--- src/rtl/ttni_source_fsm.sv ---
// TTNI source packetiser: reads a message from the outbound buffer and emits
// HEAD, port-id, time-stamp and payload flits on VC0 with valid/ready.
`timescale 1ns/1ps
module ttni_source_fsm #(
    parameter int VCHANNELS       = 1,
    parameter int FLIT_DATA_WIDTH = 32,
    parameter int FLIT_TYPE_WIDTH = 2,
    parameter int FLIT_WIDTH      = FLIT_DATA_WIDTH + FLIT_TYPE_WIDTH,
    parameter int ADDR_WIDTH      = 11,
    parameter int BASE_ADDR       = 40,
    parameter int MAX_PAYLOAD     = 1024
) (
    input  logic                  clk,
    input  logic                  rst_source,
    input  logic                  start,
    input  logic [15:0]           msg_len,
    input  logic [4:0]            dest_id,
    input  logic [4:0]            src_portid,
    input  logic [63:0]           GTB,
    output logic                  rd_en,
    output logic [ADDR_WIDTH-1:0] rd_addr,
    input  logic [31:0]           rd_data,
    output logic [FLIT_WIDTH-1:0] flit,
    output logic [VCHANNELS-1:0]  valid,
    input  logic [VCHANNELS-1:0]  ready,
    output logic                  busy,
    output logic                  done,
    output logic                  err,
    output logic [31:0]           tx_count
);

    localparam int LEN_W = $clog2(MAX_PAYLOAD + 1);

    localparam logic [2:0] S_IDLE  = 3'd0;
    localparam logic [2:0] S_HEAD  = 3'd1;
    localparam logic [2:0] S_PORT  = 3'd2;
    localparam logic [2:0] S_STAMP = 3'd3;
    localparam logic [2:0] S_RD    = 3'd4;
    localparam logic [2:0] S_PAY   = 3'd5;
    localparam logic [2:0] S_DONE  = 3'd6;

    localparam logic [FLIT_TYPE_WIDTH-1:0] T_BODY = FLIT_TYPE_WIDTH'(0);
    localparam logic [FLIT_TYPE_WIDTH-1:0] T_HEAD = FLIT_TYPE_WIDTH'(1);
    localparam logic [FLIT_TYPE_WIDTH-1:0] T_LAST = FLIT_TYPE_WIDTH'(2);

    logic [2:0]                 state;
    logic [LEN_W-1:0]           idx_q;
    logic [LEN_W-1:0]           len_q;
    logic [4:0]                 port_q;
    logic [FLIT_WIDTH-1:0]      flit_q;
    logic [FLIT_DATA_WIDTH-1:0] pay_q;
    logic                       pay_first;
    logic                       pay_last;
    logic                       valid_q;
    logic                       xfer;
    logic                       unused_inputs;

    function automatic logic [LEN_W-1:0] clamp_len(input logic [15:0] n);
        if ({16'd0, n} > 32'(MAX_PAYLOAD))
            return LEN_W'(MAX_PAYLOAD);
        return LEN_W'(n);
    endfunction

    function automatic logic [ADDR_WIDTH-1:0] addr_of(input logic [LEN_W-1:0] i);
        return ADDR_WIDTH'(BASE_ADDR) + ADDR_WIDTH'(i);
    endfunction

    assign xfer          = valid_q & ready[0];
    assign valid         = VCHANNELS'(valid_q);
    assign unused_inputs = &{1'b0, GTB[63:32], ready};

    // Payload data comes straight from the buffer on the first PAY cycle and
    // from the holding register while the flit is stalled afterwards.
    assign flit = (state == S_PAY)
                ? {(pay_last ? T_LAST : T_BODY), (pay_first ? FLIT_DATA_WIDTH'(rd_data) : pay_q)}
                : flit_q;

    always_ff @(posedge clk or posedge rst_source) begin
        if (rst_source) begin
            state     <= S_IDLE;
            idx_q     <= '0;
            flit_q    <= '0;
            valid_q   <= 1'b0;
            pay_first <= 1'b0;
            pay_last  <= 1'b0;
            rd_en     <= 1'b0;
            rd_addr   <= '0;
            busy      <= 1'b0;
            done      <= 1'b0;
            err       <= 1'b0;
            tx_count  <= '0;
        end else begin
            done  <= 1'b0;
            err   <= 1'b0;
            rd_en <= 1'b0;
            case (state)
                S_IDLE: begin
                    if (start) begin
                        if (msg_len == 16'd0) begin
                            err <= 1'b1;
                        end else begin
                            state   <= S_HEAD;
                            busy    <= 1'b1;
                            valid_q <= 1'b1;
                            idx_q   <= '0;
                            flit_q  <= {T_HEAD, FLIT_DATA_WIDTH'(dest_id)};
                        end
                    end
                end
                S_HEAD: begin
                    if (xfer) begin
                        state  <= S_PORT;
                        flit_q <= {T_BODY, FLIT_DATA_WIDTH'(port_q)};
                    end
                end
                S_PORT: begin
                    // Stamp is taken once here and held through any stall.
                    if (xfer) begin
                        state  <= S_STAMP;
                        flit_q <= {T_BODY, FLIT_DATA_WIDTH'(GTB[31:0])};
                    end
                end
                S_STAMP: begin
                    if (xfer) begin
                        state   <= S_RD;
                        valid_q <= 1'b0;
                        flit_q  <= '0;
                        rd_en   <= 1'b1;
                        rd_addr <= addr_of(idx_q);
                    end
                end
                S_RD: begin
                    state     <= S_PAY;
                    valid_q   <= 1'b1;
                    pay_first <= 1'b1;
                    pay_last  <= (idx_q == len_q - LEN_W'(1));
                end
                S_PAY: begin
                    pay_first <= 1'b0;
                    if (xfer) begin
                        valid_q <= 1'b0;
                        if (pay_last) begin
                            state    <= S_DONE;
                            done     <= 1'b1;
                            tx_count <= tx_count + 32'd1;
                        end else begin
                            state   <= S_RD;
                            idx_q   <= idx_q + LEN_W'(1);
                            rd_en   <= 1'b1;
                            rd_addr <= addr_of(idx_q + LEN_W'(1));
                        end
                    end
                end
                S_DONE: begin
                    state <= S_IDLE;
                    busy  <= 1'b0;
                end
                default: begin
                    state <= S_IDLE;
                end
            endcase
        end
    end

    always_ff @(posedge clk) begin
        if (state == S_IDLE && start) begin
            len_q  <= clamp_len(msg_len);
            port_q <= src_portid;
        end
        if (pay_first)
            pay_q <= FLIT_DATA_WIDTH'(rd_data);
    end

endmodule

--- config.mk ---
export PLATFORM = sky130hd
export DESIGN_NAME = ttni_source_fsm
export DESIGN_NICKNAME = d
export VERILOG_FILES = /design/src/rtl/ttni_source_fsm.sv
export SDC_FILE = /design/constraint.sdc
export NUM_CORES = 1
export LEC_CHECK = 0
export BUFFER_PORTS_ARGS = -buffer_cell sky130_fd_sc_hd__buf_2
export CORE_MARGIN = 2
export CORE_UTILIZATION = 35
export DETAILED_ROUTE_END_ITERATION = 6
export GPL_TIMING_DRIVEN = 0
export PLACE_DENSITY_LB_ADDON = 0.12
export SETUP_SLACK_MARGIN = 0.2
export SYNTH_ARGS = -nofsm -noshare
export SYNTH_HDL_FRONTEND = slang
export SYNTH_SLANG_ARGS = --single-unit
--- constraint.sdc ---
create_clock -name clk -period 3.7 [get_ports clk]
set_clock_uncertainty 0.2 [all_clocks]
set_input_delay 0.37 -clock clk [delete_from_list [all_inputs] [get_ports clk]]
set_output_delay 0.37 -clock clk [all_outputs]
set_load 0.1 [all_outputs]
# After elaboration in Yosys (flattened, before gate mapping)
# Index checks and enable logic that the tools add are counted.
# word_totals
ff_bits	146
out_inout_bits	82
elab_cells	100
# op_classes
addsub	5
order_cmp	1
n_eq_ne	15
n_mux	46
bitwise	1
reduce_logical	17
# ops
op	n
34-bit 2-to-1 mux	6
34-bit one-hot mux with 4 select lines	1
11-bit 2-to-1 mux	9
11-bit one-hot mux with 2 select lines	2
32-bit by 1-bit adder with 32-bit output, second input constant	1
32-bit 2-to-1 mux	1
6-bit by 11-bit adder with 11-bit output, first input constant	2
3-bit 2-to-1 mux	6
3-bit one-hot mux with 6 select lines	1
16-bit by 11-bit > comparator with 1-bit output, second input constant	1
16-bit logical NOT	1
1-bit 2-to-1 mux	14
2-bit != test, second input constant	7
6-bit AND reduction	2
11-bit by 1-bit adder with 11-bit output, second input constant	1
11-bit equality test	1
11-bit by 1-bit subtractor with 11-bit output, second input constant	1
3-bit equality test, second input constant	3
4-bit AND reduction	2
2-bit nonzero test	4
3-bit by 2-bit equality test with 1-bit output, second input constant	2
1-bit one-hot mux with 2 select lines	3
3-bit AND reduction	2
5-bit AND reduction	1
10 further kinds	11

# Logic depth before layout (Yosys ltp)
# Gate-level depths: netlist of run 1.
# logic_depth
word_depth	5
depth_mapped	13

# Least setup slack after synthesis of run 1
# Ideal clock, no wire load.
# synth_timing
kind	register -> register
start	reg valid_q, in the netlist valid
end	reg tx_count[19]
setup_time_ns	0.156
t_arrival_ns	2.612
t_required_ns	3.344
path_slack_ns	0.733
path_stages_with_launch	8
period_less_slack_ns	2.967
cell_sequence	dfrtp_1 -> nand3_1 -> or4_4 -> nor3_4 -> and3_1 -> buf_4 -> nand4_4 -> xnor2_2
# synth_via
elab_chain_cells	2
# synth_rtl
item	line_no	rtl
from (decl)	54	logic valid_q;
from (signal assigned)	83	valid_q <= 1'b0;
from (signal assigned)	104	valid_q <= 1'b1;
from (signal assigned)	126	valid_q <= 1'b0;
1-bit bitwise AND	68	assign xfer = valid_q & ready[0];
3-bit AND reduction (no line)	-	
to (signal assigned)	145	tx_count <= tx_count + 32'd1;
to (decl)	29	output logic [31:0] tx_count
# Every way passes these cells.
# A chain may end at the register's enable or synchronous reset.

# Worst setup path after layout of run 1
# layout_timing
start	reg state[2]
end	out flit[24]
# layout_via
elab_chain_cells	2
# layout_rtl
item	line_no	rtl
from (decl)	46	logic [2:0] state;
from (signal assigned)	80	state <= S_IDLE;
from (signal assigned)	102	state <= S_HEAD;
from (signal assigned)	112	state <= S_PORT;
3-bit equality test	74	assign flit = (state == S_PAY)
34-bit 2-to-1 mux	75	? {(pay_last ? T_LAST : T_BODY), (pay_first ? FLIT_DATA_WIDTH'(rd_data) : pay_q)}
to (decl)	23	output logic [FLIT_WIDTH-1:0] flit,
# Every way passes these cells.

==> run metrics, run 1 <==
outcome=finished clean; I/O pins=208; Period Utilization, post-route=0.881; Sw Share=0.503; Nets=1152; die area=21500 µm²; Internal Power=3.69 mW; GRT Total Usage=0.181; row cnt=52; Clk Tree Root Cell=clkbuf_16; CTS clock-pin slew for the worst setup and hold paths=0.06 ns; HP Class=primary input to register; WS Path Type=register to output port; crit path capture type=output port; RSZ-0062 raised after global routing=no; number of diodes=0; Yosys warning count=0; initial antenna violation count=0; area grow syn2layout=35.7%; CTS Buf Count=17; Die W=147 µm; CTS Buffer Depth=2; worst ir drop on vdd=0.000493 V; Avg Inst Size Synth=9.35 µm²; core area=20100 µm²; clock sinks=145; CTS tree=done; vias in the first global route=6208; Final WS setup=0.439 ns; cell area after layout=9660 µm²; final hold vios=0; worst hold path cell count=2; critical path launch point type=register; Power, Total=7.43 mW; gpl congestion=0.805; Port Buffer Count=175; Combinational Power Share=0.488; total negative slack=0 ns; post-synth top area share=0.341; crit path time final=3.26 ns; initial DRC count=291; Pre-antenna DRT Iters=6; Slew @ Worst Pin=0.675 ns; first-pass GRT wire length=31300 µm; Mapped Area=7120 µm²; share of cells above drive strength 1=0.267; critical path peak fanout=15; top cells by area, synth=dfrtp_1 34%, nand2_1 11%, dfxtp_1 9.0%, edfxtp_1 6.7%, mux2_2 5.5%; final number of setup-violating endpoints=0; Slew Limit Fails=0; leading cell types by count after synthesis=208 x nand2_1, 97 x dfrtp_1, 40 x xnor2_1, 35 x mux2_2, 35 x o21ai_1; max_cap viols=0; Seq/Total Area, Yosys=0.498; final core utilization=0.481; Reg power frac=0.264; cells after synthesis=762; Worst Path Arrival=2.69 ns; grt ovf=0; commonest register cell after synthesis=dfrtp_1; Residual DRC=0; Async SR Flop Fraction=0.669; Initial Util=0.354; post-route ant nets=0; top-count cell post-synth=nand2_1; P_sw=3.74 mW; Leak=4.47 nW; pre-CTS WS=-0.0536 ns; clk_lat worst skew=0.41 ns; Vias=6250; EDFF count, synth=16; worst path required time=3.13 ns; Via density=4.79; DR WL/cell=14.7 µm; Post-Route WL=19200 µm; placed cell areas=8380 µm²; Die Height=147 µm; Synth Net Count=893; post-CTS setup buffers=0; largest net degree at the start of global routing=50; clock power share=0.248; Max Fclk=307 MHz; largest area contributor in the netlist=dfrtp_1; synth unique cells=62; H-tree lvl count=4; worst r2r path cells=13; Slew HR=0.548; synthesized flop and latch total=145; pwr/cell area=769 nW/µm²; post-DP HPWL=13600 µm
## logic make-up after synthesis
kind of cell / share of synthesized area
fa+ha+maj: 0.00878
xor+xnor: 0.0711
simple gates: 0.224
buf+inv: 0.0427
compound gates: 0.0966
flops: 0.498
mux: 0.0581
## state kept, by name, indices dropped and copies added (netlist names), 3 cells and up
name and count:
state 3, rd_addr 11, port_q 5, len_q 11, pay_q 32, flit_q 33, tx_count 32, idx_q 11
## repair_timing
item / 4_1_cts / 5_1_grt
endpoints found under the hold margin: 111 / 0
gates resized for setup: 2 / 0
setup endpoints to repair: 34 / 0
hold buffers: 64 / 0
## power groups by stage
stage	Combinational, mW	Sequential (mW)	Clock (mW)
after floorplan	2.74	2.22	0
after global placement	3.58	1.98	0
after detailed placement	3.59	1.99	0
after CTS	3.64	1.96	1.89
after global routing	3.83	1.99	1.96
final	3.63	1.96	1.85
## final cells by class
class | instances | area (µm²)
sequential | 145 | 3550
clock buffer | 21 | 504
timing repair buffer | 241 | 1560
fill | 1973 | 10400
buffer | 43 | 216
clock inverter | 11 | 139
tap | 270 | 338
inverter | 23 | 88.8
multi-input combinational | 550 | 3270
## metal layers
| layer | vias up | wire [µm] | GRT usage |
|---|---|---|---|
| li1 | 3120 | - | - |
| met1 | 2939 | 8950 | 0.246 |
| met2 | 164 | 8970 | 0.291 |
| met3 | 27 | 927 | 0.0372 |
| met4 | 0 | 343 | 0.0573 |
| met5 | - | 0 | 0 |
## metrics by stage
| stage | hold WS (ns) | instances |
|---|---|---|
| finish | 0.0141 | 1304 |
| global route | 0.00874 | 1304 |
| CTS | 0.00267 | 1304 |
| detailed placement | 0.261 | 1209 |
| global placement | 0.255 | 1207 |
| floorplan | 0.251 | 762 |
## cells in the final DEF, fill, tap and decap left out, types with 16 or more instances in the layout
| cell type | count |
|---|---|
| buf_2 | 179 |
| clkbuf_1 | 27 |
| clkbuf_16 | 20 |
| dfrtp_1 | 97 |
| dfxtp_1 | 32 |
| dlygate4sd3_1 | 64 |
| edfxtp_1 | 16 |
| inv_1 | 20 |
| mux2_2 | 35 |
| nand2_1 | 208 |
| nand3_1 | 16 |
| nor2_1 | 28 |
| o21ai_0 | 27 |
| o21ai_1 | 35 |
| xnor2_1 | 40 |
| xor2_1 | 16 |
## worst max-delay path, cell delays in order (launching register included)
cell and delay (ns):
dfrtp_1 0.46, nand3b_1 0.17, buf_4 0.21, inv_2 0.30, clkbuf_1 0.51, nand2_1 0.11, nand2_1 0.09, buf_2 0.42
## worst paths after layout
kind	from	end	slack (ns)
max in group asynchronous	rst_source	idx_q[2]	2.21
hold reg to reg	pay_q[6]	pay_q[6]	0.27
setup / recovery	state[2]	flit[24]	0.44
hold / removal	rd_data[30]	pay_q[30]	0.01
setup reg to reg	state[0]	rd_addr[7]	0.48
min in group asynchronous	rst_source	tx_count[30]	0.40
No activity file was read; power rests on OpenSTA's default activity.
==> run 2, diff against run 1 <==
--- a/config.mk
+++ b/config.mk
@@ -5,9 +5,10 @@
 export SDC_FILE = /design/constraint.sdc
 export NUM_CORES = 1
 export LEC_CHECK = 0
-export BUFFER_PORTS_ARGS = -buffer_cell sky130_fd_sc_hd__buf_2
+export BUFFER_PORTS_ARGS = -buffer_cell sky130_fd_sc_hd__buf_4
 export CORE_MARGIN = 2
 export CORE_UTILIZATION = 35
+export CTS_CLUSTER_SIZE = 28
 export DETAILED_ROUTE_END_ITERATION = 6
 export GPL_TIMING_DRIVEN = 0
 export PLACE_DENSITY_LB_ADDON = 0.12
==> run metrics, run 2 (synthesized netlist as in run 1, its figures left out) <==
largest net degree at the start of global routing=50; Post-Layout Cell Count=1304; area grow syn2layout=41.3%; placed insts=1208; worst reg2reg setup slack=0.47 ns; crit path capture type=register; CP max stage cell=or4_1; WS Path Type=register to register; Slew HR=0.422; Largest regs=flit_q x33, pay_q x32, tx_count x32; crit path time final=3.23 ns; CTS clock-pin slew for the worst setup and hold paths=0.06 ns; max FFs per register=33; slowest stage delay, CP=0.47 ns; critical path peak fanout=10; CTS Buffer Depth=2; Slew Limit Fails=0; Period Utilization, post-route=0.872; share of cells above drive strength 1=0.267; pwr/cell area=752 nW/µm²; max_cap viols=0; CTS tree=done; initial DRC count=320; final number of setup-violating endpoints=0; RSZ-0062 raised after global routing=no; final hold slack=0.0307 ns; most frequent cells in the layout=208 x nand2_1, 180 x buf_4, 97 x dfrtp_1; initial antenna violation count=0; post-DP HPWL=13600 µm; clk_lat worst skew=0.42 ns; I/O pins=208; clock sinks=145; Top reg by flops=flit_q; Leak=4.58 nW; critical path launch point type=register; worst ir drop on vdd=0.000466 V; Final WS setup=0.473 ns; Nets=1152; core area=20100 µm²; H-tree lvl count=4; final core utilization=0.500; Post-Route WL=19100 µm; most common cell after layout, fill and taps aside=nand2_1; gpl congestion=0.822; number of diodes=0; CTS Buf Count=17; Die Height=147 µm; Critical R2R Launch=state[0]; placed cell areas=8800 µm²; worst path required time=3.86 ns; row cnt=52; hold wc startpoint=msg_len[1]; post-route ant nets=0; GRT Total Usage=0.182; Max Fclk=310 MHz; outcome=finished clean; Vias=6263; final hold vios=0; Initial Util=0.354; Worst setup startpoint=state[0]; Pre-antenna DRT Iters=7; pre-CTS WS=-0.0380 ns; crit-path leading delay family=buffers and inverters; worst path bufs/invs=4; vias in the first global route=6076; Worst Path Arrival=3.39 ns; HP Class=primary input to register; Die W=147 µm; grt ovf=0; Port Buffer Count=175; Slew @ Worst Pin=0.866 ns; critical path cell sequence=buf_4 > nand3b_1 > buf_4 > clkbuf_2 > buf_2 > nor2_1 > xor2_1 > ha_1 > nor2_1 > mux2i_1 > o21a_1 > or4_1 > nand3_1; DR WL/cell=14.7 µm; Residual DRC=0; Via density=4.80; die area=21500 µm²; cell area after layout=10100 µm²; Clk Tree Root Cell=clkbuf_16; first-pass GRT wire length=31100 µm; post-CTS setup buffers=0
## run 2: changes by cell type in the layout (fill, tap and decap cells not counted), moves of 2 or more
cell,before,now
buf_2,179,4
buf_4,5,180
clkinv_2,0,5
clkinvlp_4,2,0
inv_6,3,1
## run 2: metrics by stage
step	setup TNS (ns)	total power [mW]
after CTS	0	7.62
after floorplan	0	4.95
after global routing	0	7.89
final	0	7.57
after detailed placement	-0.0380	5.80
after global placement	-85.12	5.77
## run 2: report_power, final
group | switching [mW] | internal [mW]
combinational | 2.95 | 0.899
sequential | 0.101 | 1.86
clock | 0.689 | 1.07
total | 3.74 | 3.83
## run 2: repair_timing
action / CTS / global route
gates cloned: 0 / 0
hold buffers: 65 / 0
resized for setup: 2 / 0
hold endpoints to repair: 112 / 0
endpoints found under the setup margin: 2 / 29
## run 2: worst paths after layout
| kind | end | cells past startpoint |
|---|---|---|
| worst max register to register | rd_addr[7] | 13 |
| max in group asynchronous | flit_q[20] | 4 |
| worst min register to register | pay_q[8] | 1 |
| worst min-delay path | len_q[1] | 2 |
| min in group asynchronous | tx_count[19] | 3 |
| worst max-delay path | rd_addr[7] | 13 |
## run 2: cell type report
class                           count  area [µm²]
Timing Repair Buffer              241        1990
Buffer                             43         216
Multi-Input combinational cell    550        3270
Fill cell                        1901       10000
Inverter                           23        88.8
Tap cell                          270         338
Clock buffer                       20         479
Clock inverter                     12         126
Sequential cell                   145        3550
## run 2: routing by layer
metal,up-vias,wire length (µm),global-route usage
met3,21,800,0.0384
met4,0,356,0.0563
met1,2974,8940,0.246
met5,-,0,0
met2,153,9020,0.292
li1,3115,-,-
==> run 3, diff against run 2 <==
--- a/config.mk
+++ b/config.mk
@@ -7,7 +7,7 @@
 export LEC_CHECK = 0
 export BUFFER_PORTS_ARGS = -buffer_cell sky130_fd_sc_hd__buf_4
 export CORE_MARGIN = 2
-export CORE_UTILIZATION = 35
+export CORE_UTILIZATION = 31
 export CTS_CLUSTER_SIZE = 28
 export DETAILED_ROUTE_END_ITERATION = 6
 export GPL_TIMING_DRIVEN = 0
==> run metrics, run 3 (synthesized netlist as in run 1, its figures left out) <==
outcome=finished clean; Port Buffer Count=175; Post-Layout Cell Count=1321; HP Class=primary input to register; Worst Path Arrival=2.66 ns; RSZ-0062 raised after global routing=no; Final WS setup=0.471 ns; Initial Util=0.316; pre-CTS WS=-0.115 ns; Post-Route WL=20200 µm; crit path time final=3.23 ns; crit path capture type=output port; die area=24200 µm²; core area=22600 µm²; GRT Total Usage=0.170; number of diodes=0; area grow syn2layout=40.9%; final hold vios=0; post-CTS setup buffers=0; worst ir drop on vdd=0.000485 V; Largest regs=flit_q x33, pay_q x32, tx_count x32; Clk Tree Root Cell=clkbuf_16; largest net degree at the start of global routing=58; post-route ant nets=0; Top reg by flops=flit_q; critical path peak fanout=10; share of cells above drive strength 1=0.268; max_cap viols=0; Sw Share=0.511; pwr/cell area=739 nW/µm²; vias in the first global route=6201; Combinational Power Share=0.521; max FFs per register=33; most common cell after layout, fill and taps aside=nand2_1; gpl congestion=0.776; Internal Power=3.63 mW; Leak=4.54 nW; CTS Buf Count=17; first-pass GRT wire length=32400 µm; Die Height=156 µm; Vias=6264; Pre-antenna DRT Iters=7; CTS Buffer Depth=2; slowest stage delay, CP=0.46 ns; I/O pins=208; grt ovf=0; H-tree lvl count=4; Period Utilization, post-route=0.873; P_sw=3.79 mW; DR WL/cell=15.3 µm; row cnt=55; clock power share=0.215; initial DRC count=359; total negative slack=0 ns; CTS tree=done; Slew HR=0.492; Max Fclk=310 MHz; WS Path Type=register to output port; most frequent cells in the layout=208 x nand2_1, 180 x buf_4, 97 x dfrtp_1; post-DP HPWL=14700 µm; Nets=1154; Slew Limit Fails=0; placed insts=1224; CP max stage cell=clkbuf_1; final core utilization=0.445; Reg power frac=0.264; critical path launch point type=register; initial antenna violation count=0; Die W=156 µm; critical path cell sequence=nand3b_1 > buf_4 > inv_2 > clkbuf_2 > clkbuf_1 > nand2_1 > nand2_1 > buf_4; worst path required time=3.13 ns; clock sinks=145; clk_lat worst skew=0.42 ns; CTS clock-pin slew for the worst setup and hold paths=0.06 ns; Via density=4.74; Slew @ Worst Pin=0.761 ns; Residual DRC=0; final number of setup-violating endpoints=0
==> run 3: cell types whose count changed in the layout (fill, tap and decap cells not counted), moves of 2 or more <==
cell / before / now
clkbuf_2: 1 / 3
inv_6: 1 / 3
clkbuf_16: 19 / 17
clkinv_2: 5 / 2
clkinv_4: 3 / 5
clkinvlp_4: 0 / 3
bufinv_16: 2 / 0
==> run 3: layer usage <==
layer	vias up	part of all wire	track usage	wire length (µm)
met5	-	0	0	0
met4	0	0.012	0.0481	240
met1	2983	0.47	0.230	9490
met2	136	0.47	0.273	9540
li1	3128	-	-	-
met3	17	0.046	0.0383	929
==> run 3: layout make-up <==
class	instances	area, µm²
Clock inverter	14	109
Clock buffer	18	429
Fill cell	2267	12500
Multi-Input combinational cell	550	3270
Timing Repair Buffer	242	2010
Inverter	23	88.8
Tap cell	285	357
Buffer	44	225
Sequential cell	145	3550
==> run 3: final timing paths <==
| path | start | end | slack (ns) | depth (start not counted) |
|---|---|---|---|---|
| min in group asynchronous | rst_source | tx_count[31] | 0.44 | 3 |
| worst min-delay path | msg_len[7] | len_q[7] | 0.03 | 2 |
| max in group asynchronous | rst_source | flit_q[18] | 2.17 | 4 |
| worst min register to register | pay_q[2] | pay_q[2] | 0.27 | 1 |
| worst max register to register | state[0] | rd_addr[7] | 0.49 | 13 |
| worst max-delay path | state[1] | flit[17] | 0.47 | 8 |
==> run 3: repair_timing <==
action,CTS,global route
gates resized for setup,3,3
gates cloned,0,0
endpoints found under the hold margin,120,0
pin swaps,0,0
setup endpoints to repair,14,28
hold buffers,65,0
==> run 3: worst max-delay path, delay by kind of cell, from the launching register on <==
kind,cells,cell delay (ns)
buf+inv,5,1.38
flops,1,0.41
simple gates,3,0.43
==> run 3: per-stage QoR <==
stage               hold WS [ns]  power (mW)  cell area (µm²)
floorplan                  0.251        4.95             7120
global placement           0.256        5.81             8790
detailed placement         0.261        5.82             8840
CTS                       0.0228        7.49            10000
global route              0.0296        7.78            10000
finish                    0.0308        7.42            10000
==> run 3: power by group through the flow <==
stage / Sequential [mW] / Clock, mW / Combinational, mW
floorplan: 2.22 / 0 / 2.74
global placement: 1.99 / 0 / 3.82
detailed placement: 1.99 / 0 / 3.82
CTS: 1.96 / 1.64 / 3.89
global route: 1.99 / 1.71 / 4.08
finish: 1.96 / 1.59 / 3.86
